<file path="src/rtl/lmsm_pkg.sv">
// Shared types for the LM/SM memory-stage engine: FSM state encoding,
// control fields of a queued step, and the register-index width.
package lmsm_pkg;

   localparam int REG_IDX_W = 3;

   typedef enum logic [1:0] {
      IDLE    = 2'd0,
      ISSUE   = 2'd1,
      WAIT_RD = 2'd2
   } lmsm_state_t;

   // Control part of one queued step; the address travels alongside it
   // because its width is set by the engine's ADDR_W parameter.
   typedef struct packed {
      logic                 is_lm;
      logic [REG_IDX_W-1:0] reg_idx;
      logic                 last;
   } lmsm_ctl_t;

endpackage

</file>
<file path="src/rtl/lmsm_req_fifo.sv">
// Synchronous request FIFO for LM/SM steps. DEPTH must be a power of two
// so the read/write pointers wrap naturally. Push while full and pop while
// empty are ignored.
module lmsm_req_fifo #(
   parameter int DEPTH = 4,
   parameter int WIDTH = 8
) (
   input  logic                         clk,
   input  logic                         rst,
   input  logic                         push,
   input  logic [WIDTH-1:0]             din,
   input  logic                         pop,
   output logic [WIDTH-1:0]             head,
   output logic                         full,
   output logic                         empty,
   output logic [$clog2(DEPTH+1)-1:0]   count
);

   localparam int PTR_W = $clog2(DEPTH);
   localparam int CNT_W = $clog2(DEPTH+1);

   logic [WIDTH-1:0] mem [DEPTH];
   logic [PTR_W-1:0] wr_ptr;
   logic [PTR_W-1:0] rd_ptr;
   logic [CNT_W-1:0] count_q;
   logic             do_push;
   logic             do_pop;

   assign full    = (count_q == CNT_W'(DEPTH));
   assign empty   = (count_q == '0);
   assign do_push = push & ~full;
   assign do_pop  = pop & ~empty;
   assign head    = mem[rd_ptr];
   assign count   = count_q;

   // Storage array: written on accepted push, no reset needed.
   always_ff @(posedge clk) begin
      if (do_push) mem[wr_ptr] <= din;
   end

   // Pointers and occupancy; simultaneous push and pop keeps count.
   always_ff @(posedge clk or posedge rst) begin
      if (rst) begin
         wr_ptr  <= '0;
         rd_ptr  <= '0;
         count_q <= '0;
      end else begin
         if (do_push) wr_ptr <= wr_ptr + PTR_W'(1);
         if (do_pop)  rd_ptr <= rd_ptr + PTR_W'(1);
         case ({do_push, do_pop})
            2'b10:   count_q <= count_q + CNT_W'(1);
            2'b01:   count_q <= count_q - CNT_W'(1);
            default: count_q <= count_q;
         endcase
      end
   end

endmodule

</file>
<file path="src/rtl/lmsm_mem_engine.sv">
// LM/SM memory-stage responder: queues per-register steps, performs one
// data-memory access per step, writes loaded words back to the RF and
// pulses done when the last step of a burst retires.
// Optional burst-sequence checker enabled by defining LMSM_SEQ_CHECK_EN.
//
// Handshakes: a step is accepted when req_valid & req_ready in the same
// cycle; req_ready depends only on queue fullness. A memory access is
// accepted when dm_req & dm_gnt in the same cycle; until then dm_req and
// its address/data/we stay stable. dm_rvalid is honoured only in WAIT_RD.
module lmsm_mem_engine
   import lmsm_pkg::*;
#(
   parameter int DEPTH  = 4,
   parameter int ADDR_W = 16,
   parameter int DATA_W = 16
) (
   input  logic                 clk,
   input  logic                 rst,
   input  logic                 req_valid,
   output logic                 req_ready,
   input  logic                 req_is_lm,
   input  logic [2:0]           req_reg,
   input  logic [ADDR_W-1:0]    req_addr,
   input  logic                 req_last,
   output logic [2:0]           rf_rd_addr,
   input  logic [DATA_W-1:0]    rf_rd_data,
   output logic                 dm_req,
   output logic                 dm_we,
   output logic [ADDR_W-1:0]    dm_addr,
   output logic [DATA_W-1:0]    dm_wdata,
   input  logic                 dm_gnt,
   input  logic                 dm_rvalid,
   input  logic [DATA_W-1:0]    dm_rdata,
   output logic                 rf_we,
   output logic [2:0]           rf_wa,
   output logic [DATA_W-1:0]    rf_wd,
   output logic                 busy,
   output logic                 done,
   output logic                 seq_err,
   output logic [1:0]           fsm_state
);

   localparam int ENT_W = $bits(lmsm_ctl_t) + ADDR_W;
   localparam int CNT_W = $clog2(DEPTH+1);

   lmsm_state_t       state_q, state_d;
   lmsm_ctl_t         in_ctl, head_ctl;
   logic [ADDR_W-1:0] head_addr;
   logic [ENT_W-1:0]  head_ent;
   logic [CNT_W-1:0]  count;
   logic              full, empty, push, pop;
   logic              grant_sm, rd_ret, more;

   assign req_ready = ~full;
   assign push      = req_valid & req_ready;
   assign in_ctl    = '{is_lm: req_is_lm, reg_idx: req_reg, last: req_last};
   assign {head_ctl, head_addr} = head_ent;

   lmsm_req_fifo #(.DEPTH(DEPTH), .WIDTH(ENT_W)) u_fifo (
      .clk   (clk),
      .rst   (rst),
      .push  (push),
      .din   ({in_ctl, req_addr}),
      .pop   (pop),
      .head  (head_ent),
      .full  (full),
      .empty (empty),
      .count (count)
   );

   // A step retires on an SM grant or on LM read data; a push in the same
   // cycle counts as "another entry remains" since it is issued next cycle.
   assign grant_sm = (state_q == ISSUE) & dm_gnt & ~head_ctl.is_lm;
   assign rd_ret   = (state_q == WAIT_RD) & dm_rvalid;
   assign pop      = grant_sm | rd_ret;
   assign more     = (count > CNT_W'(1)) | push;

   // State register.
   always_ff @(posedge clk or posedge rst) begin
      if (rst) state_q <= IDLE;
      else     state_q <= state_d;
   end

   // Next-state logic.
   always_comb begin
      state_d = state_q;
      case (state_q)
         IDLE:    if (~empty | push) state_d = ISSUE;
         ISSUE:   if (dm_gnt) begin
                     if (head_ctl.is_lm) state_d = WAIT_RD;
                     else                state_d = more ? ISSUE : IDLE;
                  end
         WAIT_RD: if (dm_rvalid) state_d = more ? ISSUE : IDLE;
         default: state_d = IDLE;
      endcase
   end

   // Memory request and RF read port; quiet outside ISSUE.
   always_comb begin
      dm_req     = 1'b0;
      dm_we      = 1'b0;
      dm_addr    = '0;
      dm_wdata   = '0;
      rf_rd_addr = '0;
      if (state_q == ISSUE) begin
         dm_req     = 1'b1;
         dm_we      = ~head_ctl.is_lm;
         dm_addr    = head_addr;
         rf_rd_addr = head_ctl.reg_idx;
         dm_wdata   = rf_rd_data;
      end
   end

   // Registered writeback and done pulse; data fields are zero when idle.
   always_ff @(posedge clk or posedge rst) begin
      if (rst) begin
         rf_we <= 1'b0;
         rf_wa <= '0;
         rf_wd <= '0;
         done  <= 1'b0;
      end else begin
         rf_we <= rd_ret;
         rf_wa <= rd_ret ? head_ctl.reg_idx : '0;
         rf_wd <= rd_ret ? dm_rdata : '0;
         done  <= pop & head_ctl.last;
      end
   end

   assign busy      = (count != '0) | (state_q != IDLE) | rf_we | done;
   assign fsm_state = state_q;

`ifdef LMSM_SEQ_CHECK_EN
   logic              trk_valid;
   logic              prev_lm;
   logic [2:0]        prev_reg;
   logic [ADDR_W-1:0] prev_addr;
   logic              seq_err_q;
   logic              step_bad;

   // A step is bad if it breaks address/register/direction continuity.
   always_comb begin
      step_bad = trk_valid & ((req_addr != prev_addr + ADDR_W'(1)) |
                              (req_reg <= prev_reg) |
                              (req_is_lm != prev_lm));
   end

   // Burst tracker; forgets history after the last step, error is sticky.
   always_ff @(posedge clk or posedge rst) begin
      if (rst) begin
         trk_valid <= 1'b0;
         prev_lm   <= 1'b0;
         prev_reg  <= '0;
         prev_addr <= '0;
         seq_err_q <= 1'b0;
      end else if (push) begin
         if (step_bad) seq_err_q <= 1'b1;
         trk_valid <= ~req_last;
         prev_lm   <= req_is_lm;
         prev_reg  <= req_reg;
         prev_addr <= req_addr;
      end
   end

   assign seq_err = seq_err_q;
`else
   assign seq_err = 1'b0;
`endif

endmodule

</file>
<file path="config.mk">
export PLATFORM = sky130hd
export DESIGN_NAME = lmsm_mem_engine
export DESIGN_NICKNAME = d
export VERILOG_FILES = /design/src/rtl/lmsm_pkg.sv /design/src/rtl/lmsm_req_fifo.sv /design/src/rtl/lmsm_mem_engine.sv
export SDC_FILE = /design/constraint.sdc
export NUM_CORES = 1
export LEC_CHECK = 0
export CAP_MARGIN = 0
export CORE_ASPECT_RATIO = 0.5
export CORE_MARGIN = 5
export CORE_UTILIZATION = 37
export DETAILED_ROUTE_END_ITERATION = 16
export GPL_TIMING_DRIVEN = 0
export HOLD_SLACK_MARGIN = 0.05
export PLACE_DENSITY = 0.65
export SYNTH_ARGS = -nofsm -noshare
export SYNTH_HDL_FRONTEND = slang
export SYNTH_HIERARCHICAL = 1
export SYNTH_SLANG_ARGS = --single-unit
</file>
<file path="constraint.sdc">
create_clock -name clk -period 3.2 [get_ports clk]
set_clock_uncertainty 0.15 [all_clocks]
set_input_delay 0.8 -clock clk [delete_from_list [all_inputs] [get_ports clk]]
set_output_delay 0.8 -clock clk [all_outputs]
set_load 0.02 [all_outputs]
</file>
**Yosys cells after proc, flatten, opt, wreduce, memory -nomap -nowiden**

Memory sizes are Yosys's and may differ from the RTL's.
Index checks and enable logic that the tools add are counted.
W data, S select, Z words.

- Bitwise logic cells: 16
- Magnitude comparators: 1
- Equal/unequal tests: 8
- Add/sub/neg operators: 4
- Reductions and logical operators: 6
- Mux-type cells: 16

Operators by type and width:

| operator | number |
|---|---|
| $mux W16 | 3 |
| $mux W2 | 4 |
| $and A1 B1 Y1 | 7 |
| $mux W3 | 2 |
| $ne A2 B2 Y1 const B | 3 |
| $or A1 B1 Y1 | 6 |
| $pmux W2 S3 | 1 |
| $pmux W3 S2 | 1 |
| $mux W1 | 5 |
| $add A2 B1 Y2 const B | 2 |
| $eq A2 B1 Y1 const B | 2 |
| $eq A2 B2 Y1 const B | 2 |
| $reduce_bool A2 Y1 | 2 |
| $add A3 B1 Y3 const B | 1 |
| $eq A3 B3 Y1 const B | 1 |
| $gt A3 B1 Y1 const B | 1 |
| $logic_not A3 Y1 | 1 |
| $not A1 Y1 | 3 |
| $reduce_and A3 Y1 | 1 |
| $reduce_bool A3 Y1 | 1 |
| $sub A3 B1 Y3 const B | 1 |
| $logic_not A2 Y1 | 1 |

- Memories kept: 1
- RAM bits: 84
- Bits in registers: 30
- Output and inout port bits: 63

Memory list:

| memory | words | width | read ports | clocked after Yosys merged registers in | write ports | line | source |
|---|---|---|---|---|---|---|---|
| u_fifo.mem | 4 | 21 | 1 | 0 | 1 | lmsm_req_fifo.sv:22 | `logic [WIDTH-1:0] mem [DEPTH];` |

**Depth between registers and ports, before layout**

Gate-level depths: netlist of run 1.

- Depth after elaboration: 8
- Depth in mapped cells: 10
- Gate-level depth less buffers: 10

**Hierarchy**

Netlist of run 1, hierarchy kept.

Modules (own cells, without submodules):

| module | area an instance (sq um) | cells an instance | seq. area each (sq um) | times used |
|---|---|---|---|---|
| lmsm_req_fifo | 3497.1 | 148 | 2697.6 | 1 |
| lmsm_mem_engine | 1093.5 | 108 | 575.6 | 1 |

**Worst setup path after synthesis of run 1**

OpenSTA, ideal clock, no wires.

- Path type: flip-flop to flip-flop
- From: register u_fifo.rd_ptr[0]
- To: register u_fifo.count_q[2], in the netlist u_fifo/count[2]
- Period minus slack after synthesis: 2818 ps
- Arrival: 2589 ps
- Stages on the path, launching flop included: 11
- Library setup time: 79 ps
- Data required time: 2971 ps
- Path slack: 382 ps
- Cells stage by stage: dfrtp_1 -> buf_6 -> mux4_1 -> o32ai_1 -> o31a_1 -> ha_1 -> inv_1 -> fa_1 -> xor2_1 -> nor2_1 -> xor2_1

- Longest elaborated chain between the ends: 7

RTL lines:

| element | line | source |
|---|---|---|
| start, declared | lmsm_req_fifo.sv:24 | `logic [PTR_W-1:0] rd_ptr;` |
| start signal, assigned | lmsm_req_fifo.sv:49 | `if (do_pop) rd_ptr <= rd_ptr + PTR_W'(1);` |
| $mem_v2 Z4 W21 * | -- |  |
| named net head_ent[20] | lmsm_mem_engine.sv:49 | `logic [ENT_W-1:0] head_ent;` |
| $not A1 Y1 * | lmsm_mem_engine.sv:73 | `assign grant_sm = (state_q == ISSUE) & dm_gnt & ~head_ctl.is_lm;` |
| $and A1 B1 Y1 * | lmsm_mem_engine.sv:73 |  |
| $or A1 B1 Y1 * | lmsm_mem_engine.sv:75 | `assign pop = grant_sm \| rd_ret;` |
| named net pop | lmsm_mem_engine.sv:51 | `logic full, empty, push, pop;` |
| $and A1 B1 Y1 * | lmsm_req_fifo.sv:32 | `assign do_pop = pop & ~empty;` |
| named net u_fifo.do_pop | lmsm_req_fifo.sv:27 | `logic do_pop;` |
| $eq A2 B1 Y1 / $eq A2 B2 Y1 (equally long branches) | lmsm_req_fifo.sv:50 | `case ({do_push, do_pop})` |
| $pmux W3 S2 / $reduce_bool A2 Y1 (equally long branches) | -- |  |
| end signal, assigned | lmsm_req_fifo.sv:51 | `2'b10: count_q <= count_q + CNT_W'(1);` |
| end signal, assigned | lmsm_req_fifo.sv:52 | `2'b01: count_q <= count_q - CNT_W'(1);` |
| end signal, assigned | lmsm_req_fifo.sv:53 | `default: count_q <= count_q;` |
| end, declared | lmsm_req_fifo.sv:25 | `logic [CNT_W-1:0] count_q;` |

Mark *: on every way through the listed nets, which the timed path passes. The rest lies on a longest branch.
A chain may end at the register's enable or synchronous reset.

**Worst setup path in the final report of run 1**

Same ends and word-level chain as after synthesis.

==> out/qor.yml, run 1 <==
synth_top_area_share_pct: 54.9
hpwlAfterDp_mm: 6.61
run_status: "finished, final reports clean"
floorplan.initialDensity_pct: 38.3
post_drt_via_cell_ratio: 4.57
die_area_um2: 14900
netlist_area_before_placement_um2: 4590
wl_mm: 9.71
powerDensity_nw_per_um2: 943
hold_path_class: "flip-flop to flip-flop"
critical_path.startpoint_type: "flip-flop"
critical_path_class: "flip-flop to flip-flop"
pin_count: 121
worstSetupEndpoint: "u_fifo/count[2]"
fin_crit_sh_pct: 93.9
critPathLaunch: "u_fifo/rd_ptr[0]"
leakagePower_nw: 2.74
globalRouteTotalUtil_pct: 13.8
postSynthRegisterBits: 114
detailroute.via_count: 2614
maxCapViolations: 0
slew_headroom_pct: 21.0
fmaxAchievable_mhz: 333
finish.instance_area_um2: 6630
final_cell_count_without_fillers: 572
drt-initial-drc-count: 100
synth_simple_gate_area_share_pct: 10.4
clkTransAtPathRegs_ns: 0.06
worst_setup_path_end_kind: "flip-flop"
wire_length_of_the_first_global_routing_pass_mm: 15.2
share_of_layout_cells_above_drive_strength_1_pct: 17.2
post_layout_minimum_cycle_time_ns: 3.00
synth_top_area_cell: "edfxtp_1"
grt_remaining_overflow: 0
ys_types: 34
post-layout-total-power_mw: 6.25
synth_top_flop_cell: "edfxtp_1"
synth_nets: 320
grt_antenna_before_repair: 0
post_cts.repair.setup_buffers: 0
synth_cells: 256
rsz0062_at_grt: "no"
synth_compound_gate_area_share_pct: 1.12
hold_slack_ns: 0.421
finalSetupTns_ns: 0
clock_tree_from_tritoncts: "yes"
main_combinational_cell_family_by_area_after_synthesis: "multiplexers"
crit_path_max_fo: 5
cp.arrival_ns: 3.18
post-route-worst-setup-slack_ns: 0.196
drc: 0
rrSetupSlack_ns: 0.20
post_drt_wl_per_cell_um: 17.0
yosys.cell_count.top_type: "edfxtp_1"
maxSlewViolCount: 0
yosys.area_share.xor_xnor_pct: 1.14
worstMarginPinSlew_ns: 1.18
worstSkewPairLatency_ns: 0.40
antenna_left: 0
fin_nets: 458
clock_tree.htree_level_count: 4
antenna-diode-count: 0
syn_to_final_growth_pct: 44.5
synth_adder_area_share_pct: 1.80
rows: 28
port_buffer_count: 119
vertical_die_dimension_um: 88.8
final_weighted_congestion_in_routability_driven_placement: 0.761
async_flop_share_pct: 26.3
most_area_consuming_cells_after_synthesis: "edfxtp_1 (55%), dfrtp_1 (16%), mux4_2 (8.8%), and2_1 (8.0%), mux4_1 (1.7%)"
core_region_area_um2: 12000
cts_root_buf: "clkbuf_16"
setup-violations-final: 0
drt_first_pass_iters: 4
post-route-util_pct: 55.4
synthMuxAreaShare_pct: 11.1
cts.sink_count: 114
synth-seq-area-share_pct: 71.3
reg2reg_depth: 10
r2r-start: "u_fifo/rd_ptr[0]"
grt_pass1_vias: 2847
cts_hold_buffers: 0
pre_cts_slack_ns: -0.190
ctsLongestPathBuffers: 2
synth.cells.most_frequent: "edfxtp_1 (84), and2_1 (59), dfrtp_1 (30)"
r2r_end: "u_fifo/count[2]"
dpl_cell_area_um2: 5990
die_width_um: 168
cts.repair.resized: 17
dpl.cell_count: 540
cts_buffers: 17
required_ns: 3.37
syn_avg_cell_area_um2: 17.9
largest_net_degree_at_the_start_of_global_routing: 24
timing_hold_violations_final: 0
synth_edf_count: 84
ys.warnings.count: 6
power.ir.vdd_worst_uv: 432
cells by family (layout without fill, tap and decap cells):
kind of cell / Yosys count / count (layout)
buffers and inverters: 22 / 173
xor gates and xnor gates: 6 / 6
AOI/OAI and AO/OA: 7 / 7
muxes: 23 / 23
adders and majority gates: 6 / 6
other: 1 / 1
and+or+nand+nor: 77 / 77
DFF: 114 / 114
cell usage in the layout (no fill, tap or decap), drive strengths merged:
master	Yosys	layout
edfxtp	84	84
mux4	21	21
clkinvlp	0	4
ha	5	5
dlymetal6s2s	0	19
dfrtp	30	30
o21ai	2	2
mux2	1	1
inv	10	14
and2	59	59
o22ai	1	1
nor3	3	3
a21oi	1	1
mux2i	1	1
nor2	4	4
clkbuf	0	20
buf	12	10
a211oi	1	1
bufinv	0	3
nand2	2	2
clkinv	0	3
fa	1	1
dlygate4sd2	0	16
o32ai	1	1
nor3b	1	1
nand2b	2	2
xor2	3	3
xnor2	3	3
o31a	1	1
nor2b	4	4
clkdlybuf4s50	0	84
nand3	2	2
conb	1	1
power breakdown:
group / internal (mW) / switching, mW
logic: 1.10 / 1.20
registers: 1.92 / 0.129
clock network: 1.23 / 0.673
flip-flops by register name (all words and copies together) (netlist names):
name and flops:
rf_wd 16, u_fifo/count 3, rf_wa 3, fsm_state 2, u_fifo/wr_ptr 2, u_fifo/rd_ptr 2
done 1, rf_we 1, u_fifo/mem 84
final cells by class:
cell class                 count  area, µm²
fill                         949       5350
sequential                   114       3270
timing repair buffer         119       1220
multi-input combinational    120       1180
clock buffer                  18        429
tap                          165        206
clock inverter                14        178
buffer                        12        106
inverter                      10       37.5
per-layer routing:
layer | GRT usage (%) | part of all wire, %
met4 | 5.96 | 1.2
met5 | 0 | 0
met1 | 15.3 | 39
met2 | 24.5 | 53
met3 | 5.13 | 6.9
worst min path at each step:
stage,startpoint,to,cells after the start
finish,u_fifo/count[2],u_fifo/count[2],1
global route,u_fifo/wr_ptr[1],u_fifo/wr_ptr[1],1
CTS,u_fifo/count[2],u_fifo/count[2],1
detailed placement,u_fifo/wr_ptr[1],u_fifo/wr_ptr[1],1
global placement,u_fifo/count[2],u_fifo/count[2],1
floorplan,u_fifo/count[2],u_fifo/count[2],1
critical path, stage by stage (launching register included):
cell	delay (ns)
dfrtp_1	0.34
buf_6	0.14
mux4_2	0.59
o32ai_2	0.36
o31a_1	0.28
ha_1	0.22
inv_1	0.06
fa_1	0.37
xor2_1	0.15
nor2_1	0.11
xor2_1	0.16
Note: power is estimated with default switching activity, not from simulation.
==> run 2, diff against run 1 <==
GPL_TIMING_DRIVEN = 1   (was 0)
==> out/qor.yml, run 2 (synthesis gave the netlist of run 1 again) <==
area.sequential_um2: 3270  # about the same
clock_tree_from_tritoncts: "yes"
worstSkewPairLatency_ns: 0.40  # about the same
crit_path_max_fo: 22  # +17
critical_path.startpoint_type: "flip-flop"
critPathTopFamily: "multiplexers"
vertical_die_dimension_um: 88.8  # unchanged
clock_tree.htree_level_count: 4  # unchanged
run_status: "finished, final reports clean"
drt_first_pass_iters: 4  # unchanged
nFillCells: 955  # +0.63%
syn_to_final_growth_pct: 43.7
drt-initial-drc-count: 109  # +9.0%
setup-violations-final: 0  # unchanged
grt_pass1_vias: 2866  # +0.67%
leakagePower_nw: 2.54  # -7.4%
grt_antenna_before_repair: 0  # unchanged
powerDensity_nw_per_um2: 954  # +1.1%
rrSetupSlack_ns: 0.23  # +0.03 ns
reg2reg_depth: 9  # -1
timing.critical_path.slowest_stage_cell: "mux4_1"
largest_register_ffs: 84  # unchanged
dpl.cell_count: 539  # -0.19%
critical_path_class: "flip-flop to output pin"
cts_hold_buffers: 0  # unchanged
final_common_cell: "clkdlybuf4s50_1"
critical_path.max_stage_delay_ns: 0.56  # -0.03 ns
post_drt_wl_per_cell_um: 16.7  # -1.7%
largest_registers: "u_fifo/mem (84), rf_wd (16)"
post-layout-total-power_mw: 6.29  # +0.59%
worstMarginPinSlew_ns: 0.844  # -0.340 ns
port_buffer_count: 119  # unchanged
share_of_layout_cells_above_drive_strength_1_pct: 16.7  # -0.45 points
required_ns: 2.25  # -1.12 ns
post_layout_minimum_cycle_time_ns: 3.03  # +0.0295 ns
die_area_um2: 14900  # unchanged
power.ir.vdd_worst_uv: 412  # -4.6%
slew_headroom_pct: 43.7  # +23 points
detailroute.via_count: 2597  # -0.65%
cts.sink_count: 114  # unchanged
die_width_um: 168  # unchanged
fmaxAchievable_mhz: 330  # -0.97%
wl_mm: 9.52  # -1.9%
fin_crit_sh_pct: 94.8  # +0.92 points
rows: 28  # unchanged
globalRouteTotalUtil_pct: 13.2  # -0.55 points
hold_path_class: "flip-flop to flip-flop"
grt_remaining_overflow: 0  # unchanged
multi_input_comb_area_um2: 1180  # -0.42%
drc: 0  # unchanged
antenna_left: 0  # unchanged
cp.arrival_ns: 2.08  # -1.10 ns
hpwlAfterDp_mm: 6.45  # -2.5%
final_weighted_congestion_in_routability_driven_placement: 0.759  # -0.16%
antenna-diode-count: 0  # unchanged
maxCapViolations: 0  # unchanged
worst_hold_path_cell_count: 1  # unchanged
rsz0062_at_grt: "no"
post_drt_via_cell_ratio: 4.55  # -0.48%
maxSlewViolCount: 0  # unchanged
timing.critical_path.cells: "buf_12, mux4_1, and2_1, dlygate4sd2_1"
clkTransAtPathRegs_ns: 0.05  # about the same
timing_hold_violations_final: 0  # unchanged
floorplan.initialDensity_pct: 38.3  # unchanged
final_cell_count_without_fillers: 571  # -0.17%
largest_net_degree_at_the_start_of_global_routing: 38  # +58%
cts_root_buf: "clkbuf_16"
core_region_area_um2: 12000  # unchanged
cp_num_cells: 4  # -6
cts_buffers: 17  # unchanged
largest_reg_by_ff_count: "u_fifo/mem"
pin_count: 121  # unchanged
worst-path-buf-inv: 2  # unchanged
mostFrequentLayoutCells: "clkdlybuf4s50_1 (99), edfxtp_1 (84), and2_1 (59), dfrtp_1 (30)"
ctsLongestPathBuffers: 2  # unchanged
worst_setup_path_end_kind: "output pin"
fin_nets: 457  # -0.22%
wire_length_of_the_first_global_routing_pass_mm: 14.9  # -2.4%
post-route-util_pct: 55.1  # -0.30 points
[run 2: cell types whose count changed in the layout (fill, tap and decap cells not counted), sizes merged]
cell,previous run,this run
clkbuf,20,18
clkdlybuf4s50,84,99
buf,10,11
dlygate4sd2,16,19
dlymetal6s2s,19,1
clkinvlp,4,0
bufinv,3,4
clkinv,3,6
[run 2: cell type report]
| class | count | area share [%] |
|---|---|---|
| clock inverter | 14 | 3.09 |
| tap | 165 | 3.13 |
| inverter | 10 | 0.569 |
| clock buffer | 18 | 6.51 |
| timing repair buffer | 130 | 19.2 |
| sequential | 114 | 49.6 |
| multi-input combinational | 120 | 17.8 |
[run 2: final timing paths]
path / from / endpoint
worst min-delay path: u_fifo/count[2] / u_fifo/count[2]
min in group asynchronous: rst / u_fifo/count[1]
worst max register to register: u_fifo/rd_ptr[0] / u_fifo/count[2]
max in group asynchronous: rst / rf_wd[1]
worst max-delay path: u_fifo/rd_ptr[0] / dm_addr[1]
worst min register to register: u_fifo/count[2] / u_fifo/count[2]
[run 2: per-stage QoR]
stage	TNS [ns]	hold WS [ns]	worst slack, ns	cell area [µm²]
2_1_floorplan	0	0.364	0.382	4590
4_1_cts	-0.0666	0.421	-0.0666	6590
3_5_place_dp	-0.0571	0.409	-0.0571	5980
6_report	0	0.419	0.167	6600
5_1_grt	0	0.463	0.0503	6600
3_3_place_gp	0	0.390	0.110	5980
[run 2: power by group]
| part | leakage (nW) | switching [mW] | internal (mW) |
|---|---|---|---|
| Sequential | 1.17 | 0.128 | 1.91 |
| Combinational | 1.06 | 1.19 | 1.08 |
| Clock | 0.310 | 0.666 | 1.32 |
[run 2: repair_timing]
| action | 4_1_cts | 5_1_grt |
|---|---|---|
| setup endpoints to repair | 20 | 6 |
| buffers inserted | 0 | 0 |
| gates resized for setup | 19 | 3 |
[run 2: routing by layer]
| layer | GRT usage, % | share of wire, % | vias up |
|---|---|---|---|
| li1 | - | - | 1216 |
| met1 | 15.4 | 42 | 1300 |
| met2 | 23.2 | 52 | 72 |
| met3 | 4.37 | 4.9 | 9 |
| met4 | 5.30 | 1.2 | 0 |
| met5 | 0 | 0 | - |
==> run 3, diff against run 2 <==
SKIP_LAST_GASP = 1   (was unset)
==> out/qor.yml, run 3 (synthesis gave the netlist of run 1 again) <==
final_common_cell: "clkdlybuf4s50_1"
multi_input_comb_area_um2: 1180  # unchanged
clock_tree.htree_level_count: 4  # unchanged
drt_first_pass_iters: 4  # unchanged
globalRouteTotalUtil_pct: 13.2  # about the same
post-route-worst-setup-slack_ns: 0.176  # +0.00894 ns
critical_path.max_stage_delay_ns: 0.60  # +0.04 ns
timing.critical_path.slowest_stage_cell: "clkdlybuf4s50_1"
largest_registers: "u_fifo/mem (84), rf_wd (16)"
leakagePower_nw: 2.73  # +7.7%
ctsLongestPathBuffers: 2  # unchanged
detailroute.via_count: 2611  # +0.54%
clockPowerShare_pct: 30.9  # -0.6 points
power.ir.vdd_worst_uv: 416  # +0.94%
wl_mm: 9.68  # +1.7%
die_width_um: 168  # unchanged
cts_root_buf: "clkbuf_16"
post_layout_minimum_cycle_time_ns: 3.02  # -0.00894 ns
critical_path.startpoint_type: "flip-flop"
critical_path_class: "flip-flop to output pin"
port_buffer_count: 119  # unchanged
nFillCells: 932  # -2.4%
critPathTopFamily: "buffers and inverters"
drc: 0  # unchanged
fin_nets: 458  # +0.22%
antenna_left: 0  # unchanged
worstSkewPairLatency_ns: 0.40  # about the same
grt_antenna_before_repair: 0  # unchanged
die_area_um2: 14900  # unchanged
intPower_mw: 4.42  # +2.6%
finish.instance_area_um2: 6690  # +1.4%
grt_remaining_overflow: 0  # unchanged
worstMarginPinSlew_ns: 0.843  # -0.00120 ns
largest_reg_by_ff_count: "u_fifo/mem"
hold_path_class: "flip-flop to flip-flop"
maxCapViolations: 0  # unchanged
share_of_layout_cells_above_drive_strength_1_pct: 17.2  # +0.45 points
cts_buffers: 17  # unchanged
pin_count: 121  # unchanged
cp.arrival_ns: 2.07  # about the same
timing_hold_violations_final: 0  # unchanged
area.sequential_um2: 3270  # about the same
post_drt_wl_per_cell_um: 16.9  # +1.5%
fraction_of_power_consumed_by_sequential_logic_pct: 31.9  # -0.5 points
maxSlewViolCount: 0  # unchanged
worst_setup_path_end_kind: "output pin"
vertical_die_dimension_um: 88.8  # unchanged
power_switching_mw: 2.00  # +1.1%
largest_net_degree_at_the_start_of_global_routing: 38  # unchanged
dpl_cell_area_um2: 5980  # unchanged
core_region_area_um2: 12000  # unchanged
clock_tree_from_tritoncts: "yes"
fin_crit_sh_pct: 94.5  # -0.28 points
slew_headroom_pct: 43.8  # +0.080 points
floorplan.initialDensity_pct: 38.3  # unchanged
worst-path-buf-inv: 2  # unchanged
required_ns: 2.25  # about the same
cts.sink_count: 114  # unchanged
antenna-diode-count: 0  # unchanged
powerDensity_nw_per_um2: 961  # +0.71%
net_switching_share_of_the_total_power_pct: 31.2  # -0.32 points
clkTransAtPathRegs_ns: 0.05  # about the same
wire_length_of_the_first_global_routing_pass_mm: 14.9  # about the same
setup-violations-final: 0  # unchanged
rows: 28  # unchanged
fmaxAchievable_mhz: 331  # +0.30%
post_drt_via_cell_ratio: 4.56  # +0.36%
largest_register_ffs: 84  # unchanged
hold_slack_ns: 0.419  # -0.0000490 ns
grt_pass1_vias: 2866  # unchanged
timing.critical_path.cells: "nor2b_2, buf_6, and2_1, clkdlybuf4s50_1"
crit_path_max_fo: 37  # +68%
syn_to_final_growth_pct: 45.7
run_status: "finished, final reports clean"
mostFrequentLayoutCells: "clkdlybuf4s50_1 (99), edfxtp_1 (84), and2_1 (59), dfrtp_1 (29)"
hpwlAfterDp_mm: 6.45  # unchanged
power.share.combinational_pct: 37.2  # +1.2 points
drt-initial-drc-count: 110  # +0.92%
rsz0062_at_grt: "no"
final_weighted_congestion_in_routability_driven_placement: 0.759  # unchanged
pre_cts_slack_ns: -0.0571  # unchanged
-- run 3: cell types whose count changed in the layout (fill, tap and decap cells not counted), sizes merged --
cell	previous run	this run
dlymetal6s2s	1	19
clkbuf	18	19
dlygate4sd2	19	1
-- run 3: layout make-up --
class	count	share of cell area (%)
clock inverters	14	3.05
multi-input cells	120	17.6
clock buffers	18	6.41
well taps	165	3.09
flip-flops and latches	114	48.9
inverters	10	0.561
repair buffers	131	20.3
-- run 3: through the flow --
step                      std cells  util (%)  TNS, ns  power, mW
after floorplan                 256         -        0       3.53
after global placement          539      49.9        0       4.44
after detailed placement        539      49.9  -0.0571       4.51
after CTS                       571      55.2   -0.882       6.51
after global routing            572      55.8        0       6.77
final                           572      55.8        0       6.43
-- run 3: power by group through the flow --
stage | combinational, mW | clock, mW | sequential (mW)
floorplan | 1.46 | 0 | 2.07
global placement | 2.39 | 0 | 2.05
detailed placement | 2.44 | 0 | 2.07
CTS | 2.44 | 2.03 | 2.04
global route | 2.58 | 2.11 | 2.08
finish | 2.39 | 1.99 | 2.05
-- run 3: path summary, 6_finish.rpt --
check | cells past startpoint | slack (ns) | from | to
worst min-delay path | 1 | 0.42 | u_fifo/count[2] | u_fifo/count[2]
worst max-delay path | 4 | 0.18 | fsm_state[0] | dm_wdata[1]
worst max register to register | 9 | 0.20 | u_fifo/rd_ptr[0] | u_fifo/count[2]
min in group asynchronous | 2 | 0.53 | rst | u_fifo/count[1]
max in group asynchronous | 2 | 1.62 | rst | rf_wd[1]
worst min register to register | 1 | 0.42 | u_fifo/count[2] | u_fifo/count[2]
-- run 3: timing repair --
| action | 4_1_cts | 5_1_grt |
|---|---|---|
| hold buffers | 0 | 0 |
| gates cloned | 0 | 1 |
| setup endpoints to repair | 20 | 24 |
| gates resized for setup | 1 | 22 |
| buffers inserted | 0 | 0 |
| hold endpoints to repair | 0 | 0 |
-- run 3: per-layer routing --
metal,GRT usage (%),up-vias,part of all wire [%]
met5,0,-,0
met4,5.30,0,1.2
met3,4.46,9,4.9
met2,23.2,73,51
met1,15.4,1311,43
li1,-,1218,-
==> RTL change 1: new RTL, config.mk and constraints of run 1 <==
`DEPTH` is set to 4 in 2 places; all go to 8.
--- a/src/rtl/lmsm_req_fifo.sv
+++ b/src/rtl/lmsm_req_fifo.sv
@@ -2,7 +2,7 @@
 // so the read/write pointers wrap naturally. Push while full and pop while
 // empty are ignored.
 module lmsm_req_fifo #(
-   parameter int DEPTH = 4,
+   parameter int DEPTH = 8,
    parameter int WIDTH = 8
 ) (
    input  logic                         clk,
--- a/src/rtl/lmsm_mem_engine.sv
+++ b/src/rtl/lmsm_mem_engine.sv
@@ -10,7 +10,7 @@
 module lmsm_mem_engine
    import lmsm_pkg::*;
 #(
-   parameter int DEPTH  = 4,
+   parameter int DEPTH  = 8,
    parameter int ADDR_W = 16,
    parameter int DATA_W = 16
 ) (
Behaviour: not the same (Yosys sat finds a counterexample within 10 cycles, from zero or initial values and one cycle with rst high).
==> RTL change 1 against run 1 <==
  * The run now ends with negative setup slack left
  * Area after synthesis is 78% higher
  * Via count grew 68%
  * Combinational power grew 98%
  * Final area grew 64%
  * Sequential power grew 72%
  * Worst setup slack worse by 400 ps
  * Total power up 64%
  * Sequential share of layout area up 4.5 points
  * Routed wire length increased by 90%
  * Worst hold slack got worse by 42 ps
  * Sequential cell count grew 87
  * Largest power group unchanged
  * Die area increased by 71%
==> RTL change 1: results (changes against run 1) <==
Parameter                              Value

Power
  Peak supply drop    0.000371 V (was 0.000432 V)
  Total power density per cell area    941 nW/µm² (was 943 nW/µm²)
  Share of total power in combinational logic    44.5% (was 36.7%)
  Total design power    10.3 mW (was 6.25 mW)
  Leakage power total    3.96 nW (was 2.74 nW)
  Relative contribution of sequential cells to total power    34.5% (was 32.8%)
  Net Sw Power    3.33 mW (was 2.00 mW)

Layout
  Filler Cells Inserted    1765 (was 949)
  Number of nets in the layout    654 (was 458)
  Fraction of area in clock buffers and inverters    5.54% (was 9.15%)
  Number of ordinary and repair buffers in the finished layout    169 (was 131)
  Relative area of non-clock buffer cells in the final design    16.2% (was 20.0%)
  Multi-input combinational cell area    2240 µm² (was 1180 µm²)
  Number of multi-input combinational cells    186 (was 120)
  Clock buffers    26 (was 18)

Synthesis
  FF+latch count, synth    201 (was 114)
  EDFF count, synth    168 (was 84)
  Largest cells by area after synthesis    sky130_fd_sc_hd__edfxtp_1 (62%), sky130_fd_sc_hd__mux4_1 (12%), sky130_fd_sc_hd__dfrtp_1 (10%), sky130_fd_sc_hd__and2_1 (4.2%), sky130_fd_sc_hd__mux2_2 (3.2%) (was sky130_fd_sc_hd__edfxtp_1 (55%), sky130_fd_sc_hd__dfrtp_1 (16%), sky130_fd_sc_hd__mux4_2 (8.8%), sky130_fd_sc_hd__and2_1 (8.0%), sky130_fd_sc_hd__mux4_1 (1.7%))
  Gate count after technology mapping    417 (was 256)
  XOR/XNOR share of the synthesized area    0.642% (was 1.14%)
  Synth Area per Inst    19.6 µm² (was 17.9 µm²)
  Adder-Cell Fraction of Synth Area    1.01% (was 1.80%)
  Sequential-to-total area share from yosys stat    71.7% (was 71.3%)
  Mux cell area share after synthesis    16.6% (was 11.1%)

Routing
  Total via count after detailed routing    4379 (was 2614)
  Initial DRC Count    369 (was 100)
  Wire length per cell    20.4 µm (was 17.0 µm)
  Number of search-and-repair iterations in the first detailed-routing pass    5 (was 4)

Outcome
  Result of the run    finished with violations (was complete, no violations)
  Violated checks    negative setup slack

Critical path
  Destination of the worst register-to-register timing path    u_fifo/count[3] (was u_fifo/count[2])
  Largest driver fanout on the critical path    7 (was 5)
  CP max-delay cell    sky130_fd_sc_hd__or4b_4 (was sky130_fd_sc_hd__mux4_2)
  CP max stage delay    490 ps (was 590 ps)
  Reg2reg path depth    13 (was 10)

Clock tree
  Resize count post-CTS    163 (was 17)
  Clock buffer count from CTS    21 (was 17)
  Skew-Pair Late Insertion Delay    490 ps (was 400 ps)

Placement
  Post-placement worst setup slack    -606 ps (was -190 ps)
  DP Cell Count    840 (was 540)
  Post-Place Cell Area    9990 µm² (was 5990 µm²)
  Post-DP HPWL    10700 µm (was 6610 µm)

Timing
  Sum of negative setup slack    -2840 ps (was 0 ps)
  Final setup violation count    23 (was 0)
  Worst Setup Slack, final    -199 ps (was 196 ps)

Global routing
  GRT Overall Usage    14.1% (was 13.8%)
  Via count of the first global-routing pass    4512 (was 2847)
-- RTL change 1: changes by cell type in the layout (fill, tap and decap cells not counted), moves of 8 or more --
cell and delta:
sky130_fd_sc_hd__and2_1 -17, sky130_fd_sc_hd__and2_4 +13, sky130_fd_sc_hd__buf_12 +8, sky130_fd_sc_hd__buf_4 +22, sky130_fd_sc_hd__buf_6 +15, sky130_fd_sc_hd__dlymetal6s2s_1 -19
sky130_fd_sc_hd__edfxtp_1 +84, sky130_fd_sc_hd__mux2_2 +12, sky130_fd_sc_hd__mux2_4 +10, sky130_fd_sc_hd__mux4_2 +16
-- RTL change 1: routing by layer --
layer	part of all wire (%)	GRT usage, %	up-vias	wire length (µm)
li1	-	-	1972	-
met1	45	20.1	2248	8290
met2	47	22.8	140	8740
met3	6.4	3.05	19	1190
met4	1.3	3.03	0	244
met5	0	0	-	0
==> RTL change 2: new RTL, config.mk and constraints of run 1 <==
Made on the original files. Add a define of `LMSM_SEQ_CHECK_EN`.
--- a/src/rtl/lmsm_mem_engine.sv
+++ b/src/rtl/lmsm_mem_engine.sv
@@ -7,6 +7,8 @@
 // cycle; req_ready depends only on queue fullness. A memory access is
 // accepted when dm_req & dm_gnt in the same cycle; until then dm_req and
 // its address/data/we stay stable. dm_rvalid is honoured only in WAIT_RD.
+`define LMSM_SEQ_CHECK_EN
+
 module lmsm_mem_engine
    import lmsm_pkg::*;
 #(
Function: changed (Yosys sat finds a counterexample within 4 cycles, from zero or initial values and one cycle with rst high).
==> RTL change 2 against run 1 <==
  * Area after synthesis is 31% higher
  * Worst hold slack worse by 78 ps
  * Sequential cell count is 22 higher
  * Final area is 22% higher
  * Routed wire length is 42% higher
  * Worst setup slack worse by 78 ps
  * Die area is 28% higher
  * Total power is 15% higher
  * Largest power group unchanged
==> RTL change 2: results (changes against run 1) <==
Parameter                              Value

Global routing
  Met2 Use GR    24.8% (was 24.5%)
  Pin count of the biggest net entering global routing    38 (was 24)
  Global-route met3 utilization    3.65% (was 5.13%)

Synthesis
  Compound-gate portion of the synthesized area    4.39% (was 1.12%)
  Nets in the synthesized netlist    500 (was 320)
  XOR/XNOR share of the synthesized area    3.51% (was 1.14%)
  Leading cell types by count after synthesis    sky130_fd_sc_hd__edfxtp_1 (84), sky130_fd_sc_hd__and2_1 (60), sky130_fd_sc_hd__nand2_1 (57), sky130_fd_sc_hd__dfrtp_1 (52) (was sky130_fd_sc_hd__edfxtp_1 (84), sky130_fd_sc_hd__and2_1 (59), sky130_fd_sc_hd__dfrtp_1 (30), sky130_fd_sc_hd__mux4_2 (18), sky130_fd_sc_hd__inv_1 (10))
  Adder-Cell Fraction of Synth Area    2.21% (was 1.80%)
  Number of unique standard cell types used by synthesis    51 (was 34)
  Largest cells by area after synthesis    sky130_fd_sc_hd__edfxtp_1 (42%), sky130_fd_sc_hd__dfrtp_1 (22%), sky130_fd_sc_hd__mux4_2 (6.8%), sky130_fd_sc_hd__and2_1 (6.3%), sky130_fd_sc_hd__nand2_1 (3.6%) (was sky130_fd_sc_hd__edfxtp_1 (55%), sky130_fd_sc_hd__dfrtp_1 (16%), sky130_fd_sc_hd__mux4_2 (8.8%), sky130_fd_sc_hd__and2_1 (8.0%), sky130_fd_sc_hd__mux4_1 (1.7%))
  Sequential-to-total area share from yosys stat    63.8% (was 71.3%)
  Proportion of synthesized flip-flops having asynchronous set or reset    38.2% (was 26.3%)

Critical path
  Launch point of the critical path    fsm_state[1] (was u_fifo/rd_ptr[0])
  Data arrival time of the worst path    2130 ps (was 3180 ps)
  Crit-path leading delay family    buffers and inverters (was compound AO/OA/AOI/OAI gates)

Placement
  Final RePlAce weighted congestion    0.804 (was 0.761)
  Post-DP HPWL    9590 µm (was 6610 µm)

Power
  Peak supply drop    0.000472 V (was 0.000432 V)

Layout
  Fraction of final layout cells with drive strength greater than 1    13.2% (was 17.2%)
  Number of nets in the layout    640 (was 458)
  Largest regs    u_fifo/mem x84, prev_addr x16, rf_wd x16 (was u_fifo/mem x84, rf_wd x16)

Outcome
  Result of the run    complete, no violations (unchanged)

Routing
  Initial DRC Count    143 (was 100)
  Total via count after detailed routing    3842 (was 2614)

Hold path
  Worst hold start    prev_reg[0] (was u_fifo/count[2])
## RTL change 2: per-stage QoR
stage               instance area [µm²]  utilization, %  hold WS (ps)
finish                             8120            51.9           343
CTS                                8090            51.7           345
global placement                   7470            47.7           321
floorplan                          5990               -           304
detailed placement                 7490            47.8           332
global route                       8120            51.9           369
## RTL change 2: path summary, 6_finish.rpt
kind	to	slack (ps)	depth (start not counted)
worst max-delay path	dm_wdata[8]	120	5
worst min-delay path	prev_reg[0]	340	2
worst max register to register	u_fifo/count[2]	220	11
worst min register to register	prev_reg[0]	340	2
max in group asynchronous	fsm_state[0]	1920	3
min in group asynchronous	rf_wd[15]	500	2
## RTL change 2: timing repair
item | CTS | global route
pin swaps | 0 | 1
resized for setup | 32 | 14
setup endpoints to repair | 122 | 13
hold buffers | 0 | 0
## RTL change 2: cell families after synthesis
kind of cell	after synthesis
AO/OA/AOI/OAI	37
XOR/XNOR	24
adder cells (fa/ha/maj)	10
buffers and inverters	37
flip-flops	136
multiplexers	26
AND/OR/NAND/NOR	162
## RTL change 2: power breakdown
group	switching, mW	internal (mW)
clock	0.768	1.24
combinational	1.46	1.27
sequential	0.207	2.28
## RTL change 2: worst register-to-register path: cells and delay by family (launching register included)
family                     cells  cell delay [ps]
adders and majority gates      2              600
muxes                          1              640
buffers and inverters          2              200
xor gates and xnor gates       2              300
AOI/OAI and AO/OA              2              380
DFF                            1              330
and+or+nand+nor                2              320
## RTL change 2: cell type report
cell class	count	area, µm²
timing repair buffer	121	1210
fill	1372	7540
inverter	19	75.1
sequential	136	3830
clock inverter	13	168
buffer	18	139
tap	221	277
multi-input combinational	259	1990
clock buffer	19	433
## RTL change 2: routing by layer
| layer | vias to the layer above | routed length (µm) |
|---|---|---|
| met5 | - | 0 |
| met1 | 1911 | 6610 |
| met3 | 11 | 702 |
| met4 | 0 | 128 |
| li1 | 1820 | - |
| met2 | 100 | 6360 |
